[config.mk]
export PLATFORM = sky130hd
export DESIGN_NAME = instruction_fetch
export DESIGN_NICKNAME = d
export VERILOG_FILES = /design/src/rtl/instruction_fetch_pkg.sv /design/src/rtl/instruction_fetch_call_stack.sv /design/src/rtl/instruction_fetch.sv
export SDC_FILE = /design/constraint.sdc
export NUM_CORES = 1
export LEC_CHECK = 0
export BUFFER_PORTS_ARGS = -buffer_cell sky130_fd_sc_hd__buf_2
export CAP_MARGIN = 10
export CORE_MARGIN = 5
export CORE_UTILIZATION = 40
export CTS_CLUSTER_DIAMETER = 100
export DETAILED_ROUTE_END_ITERATION = 10
export PLACE_DENSITY_LB_ADDON = 0.05
export SLEW_MARGIN = 20
export SYNTH_ARGS = -nofsm -noshare
export SYNTH_HDL_FRONTEND = slang
export SYNTH_SLANG_ARGS = --single-unit
export TNS_END_PERCENT = 30
[constraint.sdc]
create_clock -name clk -period 2.47 [get_ports clk]
set_clock_uncertainty 0.05 [all_clocks]
set_input_delay 0.494 -clock clk [delete_from_list [all_inputs] [get_ports clk]]
set_output_delay 0.494 -clock clk [all_outputs]
set_load 0.03 [all_outputs]
[src/rtl/instruction_fetch_pkg.sv]
// instruction_fetch_pkg: ISA widths, reset word, PC action encoding and branch target helpers
package instruction_fetch_pkg;
  localparam int PC_W = 13;
  localparam int INSTR_W = 14;
  localparam int PCLATH_W = 5;
  localparam logic [INSTR_W-1:0] NOP_DEFAULT = 14'h0000;
  typedef enum logic [2:0] {
    PC_HOLD,
    PC_INCR,
    PC_PCL,
    PC_JUMP,
    PC_CALL,
    PC_RET
  } pc_op_e;
  function automatic logic [PC_W-1:0] goto_target(input logic [PCLATH_W-1:0] pclath, input logic [INSTR_W-1:0] instr);
    return {pclath[4:3], instr[10:0]};
  endfunction
  function automatic logic [PC_W-1:0] pcl_target(input logic [PCLATH_W-1:0] pclath, input logic [7:0] data);
    return {pclath, data};
  endfunction
endpackage

[src/rtl/instruction_fetch_call_stack.sv]
// call_stack: circular return-address file; pointer wraps silently on overflow and underflow
module call_stack
  import instruction_fetch_pkg::*;
#(
  parameter int DEPTH = 8,
  localparam int SW = $clog2(DEPTH)
) (
  input  logic            clk,
  input  logic            rst,
  input  logic            push,
  input  logic            pop,
  input  logic [PC_W-1:0] push_data,
  output logic [PC_W-1:0] pop_data,
  output logic [SW-1:0]   sp
);
  logic [PC_W-1:0] mem [DEPTH];
  logic [SW-1:0] sp_dec;
  always_comb begin
    sp_dec = sp - SW'(1);
    pop_data = mem[sp_dec];
  end
  always_ff @(posedge clk) begin
    if (rst) sp <= '0;
    else if (pop) sp <= sp_dec;
    else if (push) sp <= sp + SW'(1);
  end
  // contents are never reset; a push coinciding with reset is dropped entirely
  always_ff @(posedge clk) begin
    if (push && !pop && !rst) mem[sp] <= push_data;
  end
endmodule

[src/rtl/instruction_fetch.sv]
// instruction_fetch: PC, instruction register and return stack feeding the PIC16F decoder
module instruction_fetch
  import instruction_fetch_pkg::*;
#(
  parameter int STACK_DEPTH = 8,
  parameter logic [INSTR_W-1:0] NOP_WORD = NOP_DEFAULT
) (
  input  logic                           clk,
  input  logic                           rst,
  input  logic                           instr_rd_en,
  input  logic                           instr_flush,
  input  logic                           pc_incr_en,
  input  logic                           pc_j_en,
  input  logic                           pc_call_en,
  input  logic                           pc_ret_en,
  input  logic                           pcl_wr_en,
  input  logic [7:0]                     pcl_wr_data,
  input  logic [PCLATH_W-1:0]            pclath,
  output logic [PC_W-1:0]                pgm_addr,
  input  logic [INSTR_W-1:0]             pgm_data,
  output logic [INSTR_W-1:0]             instr_current,
  output logic [PC_W-1:0]                pc,
  output logic [$clog2(STACK_DEPTH)-1:0] stack_ptr
);
  pc_op_e op;
  logic [PC_W-1:0] pc_next;
  logic [PC_W-1:0] ret_addr;
  always_comb begin
    op = pc_ret_en ? PC_RET :
         pc_call_en ? PC_CALL :
         pc_j_en ? PC_JUMP :
         pcl_wr_en ? PC_PCL :
         pc_incr_en ? PC_INCR : PC_HOLD;
    pc_next = (op == PC_RET) ? ret_addr :
              (op == PC_CALL || op == PC_JUMP) ? goto_target(pclath, instr_current) :
              (op == PC_PCL) ? pcl_target(pclath, pcl_wr_data) :
              (op == PC_INCR) ? pc + PC_W'(1) : pc;
  end
  assign pgm_addr = pc;
  always_ff @(posedge clk) begin
    if (rst) begin
      pc <= '0;
      instr_current <= NOP_WORD;
    end else begin
      pc <= pc_next;
      instr_current <= instr_flush ? NOP_WORD : instr_rd_en ? pgm_data : instr_current;
    end
  end
  // the PC already points past the call, so it is pushed as-is
  call_stack #(.DEPTH(STACK_DEPTH)) u_stack (
    .clk      (clk),
    .rst      (rst),
    .push     (op == PC_CALL),
    .pop      (op == PC_RET),
    .push_data(pc),
    .pop_data (ret_addr),
    .sp       (stack_ptr)
  );
endmodule

==> flow_summary_export.csv <==
group,metric,value,unit
global_routing,grt_pass1_wl,22000,um
die,placementRows,44,
synthesis,ys_types,51,
global_routing,antenna_found_initial,0,
critical_path,path_class,"reg -> reg",
synthesis,yosysMostFrequentCell,"edfxtp_1",
critical_path,crit_buf_inv,2,
cells_and_area,n_antenna_cell,0,
place,place.gp.congestion,0.763,
die,die-height,130,um
power,ir_drop,0.000477,V
synthesis,yosys.area.top_type_share,53.9,%
clocking,clock_latency,0.41,ns
power,p_clk_share,38.1,%
clocking,postCtsSetupBuffers,0,
synthesis,synth-edff-count,104,
critical_path,slowest_delay,0.51,ns
clocking,cts_hold_buf,0,
cells_and_area,layout.nets,536,
outcome,status,"finished clean",
synthesis,ys_seq_elements,134,
cells_and_area,multi_input_area,1850,sq um
clocking,cts_max_path_buffers,2,
cells_and_area,fillCellCount,1285,
power,pwr-share-comb,17.3,%
synthesis,netlist_area,5800,sq um
drt,ant_nets,0,
sta,finalCritPeriodShare,93.3,%
critical_path,crit_path_end_kind,"flop",
power,p_per_area,838,nW/um^2
global_routing,grtUsageTotal,17.8,%
synthesis,yosysSeqAreaShare,64.2,%
die,core_area,14400,sq um
die,dieArea,17000,sq um
critical_path,critical-path-slowest-cell,"mux4_2",
power,swShare,26.7,%
drt,vias,3661,
critical_path,critPathArrivalTime,2.55,ns
cells_and_area,fin_util,48.8,%
critical_path,worstPathRequired,2.72,ns
synthesis,syn_nets,440,
drt,dr.pass1.iters,4,
global_routing,grt_overflow_total,0,
synthesis,syn_avg_cell_area,14.5,sq um
drt,post-route-drc-count,0,
power,power,5.87,mW
drt,wire_per_inst,21.1,um
critical_path,critPathMaxFanout,22,
synthesis,async_flop_share,0,%
global_routing,grt_start_max_net_pins,23,
place,portBuffers,78,
sta,worst_pin_slew,0.563,ns
cells_and_area,final_layout_size_suffix_gt1_share,32.3,%
critical_path,startpoint_type,"flop",
run,drv_cap,0,
sta,drv_slew,0,
place,dp_hpwl,9980,um
critical_path,cp_cell_sequence,"inv_1, ha_1, xor2_4, buf_12, mux4_2, nor2_1, and4b_1, a211o_1",
cells_and_area,syn_to_final_growth,20.8,%
power,power_leakage,2.68,nW
sta,grt_setup_unrepaired,"false",
clocking,cts.clk_slew.worst_paths,0.06,ns
sta,timing.fmax,434,MHz
cells_and_area,seq_area,3730,sq um
power,pwr-share-seq,44.6,%
sta,hold_viol,0,
synthesis,synth.area.top_cells,"edfxtp_1 (54%), dfxtp_1 (10%), mux4_2 (6.2%), mux4_1 (3.6%), mux2i_1 (3.3%)",
synthesis,synth_cells,401,
drt,wl,14600,um
power,intPower,4.30,mW
sta,final.min_clock_period,2.31,ns
clocking,ctsHtreeMaxLevel,4,
clocking,cts_sinks,134,
critical_path,critical_path.top_delay_family,"multiplexers",
synthesis,synthFlopType,"edfxtp_1",
hold_path,hp-class,"in -> reg",
drt,drt_iter0_drc,206,
sta,hold_ws,0.275,ns
die,pin_count,79,
clocking,root_buffer,"clkbuf_16",
clocking,cts-resized-gates,0,
critical_path,r2r_slack,0.16,ns
global_routing,grt_pass1_vias,3726,
drt,avgViaCountPerCell,5.29,
die,start_util,40.4,%
die,die_x,130,um
sta,setup_viol,0,
synthesis,ys_top_cells_by_count,"edfxtp_1 (104), nor2_1 (38), nand2_1 (36)",
power,switching_power,1.57,mW
synthesis,synth_area_leader_cell,"edfxtp_1",
synthesis,synth-warning-count,0,
clocking,numCtsBuffers,17,
sta,relSlewSlack,62.4,%
clocking,cts_tree,"built",
[layout by cell type, fill, tap and decap left out, types with 4 or more instances in the layout]
| cell | instances |
|---|---|
| edfxtp_1 | 104 |
| buf_2 | 78 |
| nor2_1 | 38 |
| nand2_1 | 36 |
| buf_4 | 34 |
| dfxtp_1 | 29 |
| mux2i_1 | 19 |
| clkbuf_16 | 17 |
| mux4_2 | 16 |
| nand3_1 | 10 |
| a21oi_1 | 10 |
| o21ai_0 | 10 |
| xnor2_1 | 8 |
| mux4_1 | 8 |
| a211oi_1 | 8 |
| and2_1 | 4 |
| nand4_1 | 4 |
| clkinv_2 | 4 |
| clkinv_1 | 4 |
[per-layer routing]
metal / up-vias / global-route usage, % / share of wire (%)
met5: - / 0 / 0
met4: 0 / 6.90 / 1.9
met3: 20 / 4.23 / 5.0
met2: 100 / 27.5 / 46
met1: 1831 / 24.6 / 47
li1: 1710 / - / -
[stage by stage]
step                      worst slack (ns)  area, sq um  setup TNS (ns)  cells
after floorplan                    -0.0206         5810         -0.0206    401
after CTS                            0.159         7010               0    692
after global routing                0.0136         7010               0    692
after global placement               0.231         6490               0    662
final                                0.165         7010               0    692
after detailed placement             0.184         6490               0    662
[cell type report]
cell class,count,share of cell area (%)
sequential,134,53.2
multi-input combinational,227,26.4
timing repair buffer,113,9.50
clock buffer,18,6.13
tap,184,3.29
clock inverter,12,1.29
inverter,4,0.214
[cell families (layout without fill, tap and decap cells)]
group                    count (synthesis)  count (layout)  share of synthesized area, %
buffers and inverters                   40             147                          4.10
AND/OR/NAND/NOR                        113             113                          8.89
flip-flops                             134             134                          64.2
multiplexers                            45              45                          13.5
XOR/XNOR                                12              12                          2.14
AO/OA/AOI/OAI                           54              54                          6.52
adder cells (fa/ha/maj)                  3               3                         0.647
[final timing paths]
check                                    endpoint  cells after the start              start
worst max-delay path                        pc[6]                      8      u_stack.sp[1]
worst min-delay path             instr_current[7]                      3        pgm_data[7]
worst max register to register              pc[6]                      8      u_stack.sp[1]
worst min register to register  instr_current[11]                      2  instr_current[11]
[sequential cells by signal (all words and copies together), names as in the netlist]
name	cells
u_stack.sp	3
pc	13
u_stack.mem	104
instr_current	14
[worst min-delay path, stage by stage]
cell	delay (ns)
buf_2	0.08
mux2i_1	0.05
nor2_1	0.07
[power groups by stage]
stage          Combinational [mW]  Sequential (mW)  Clock [mW]
5_1_grt                      1.10             2.63        2.41
2_1_floorplan               0.623             2.75           0
3_3_place_gp                 1.03             2.66           0
3_5_place_dp                 1.03             2.66           0
6_report                     1.02             2.62        2.24
4_1_cts                      1.03             2.62        2.30
Note: power is estimated with default switching activity, not from simulation.
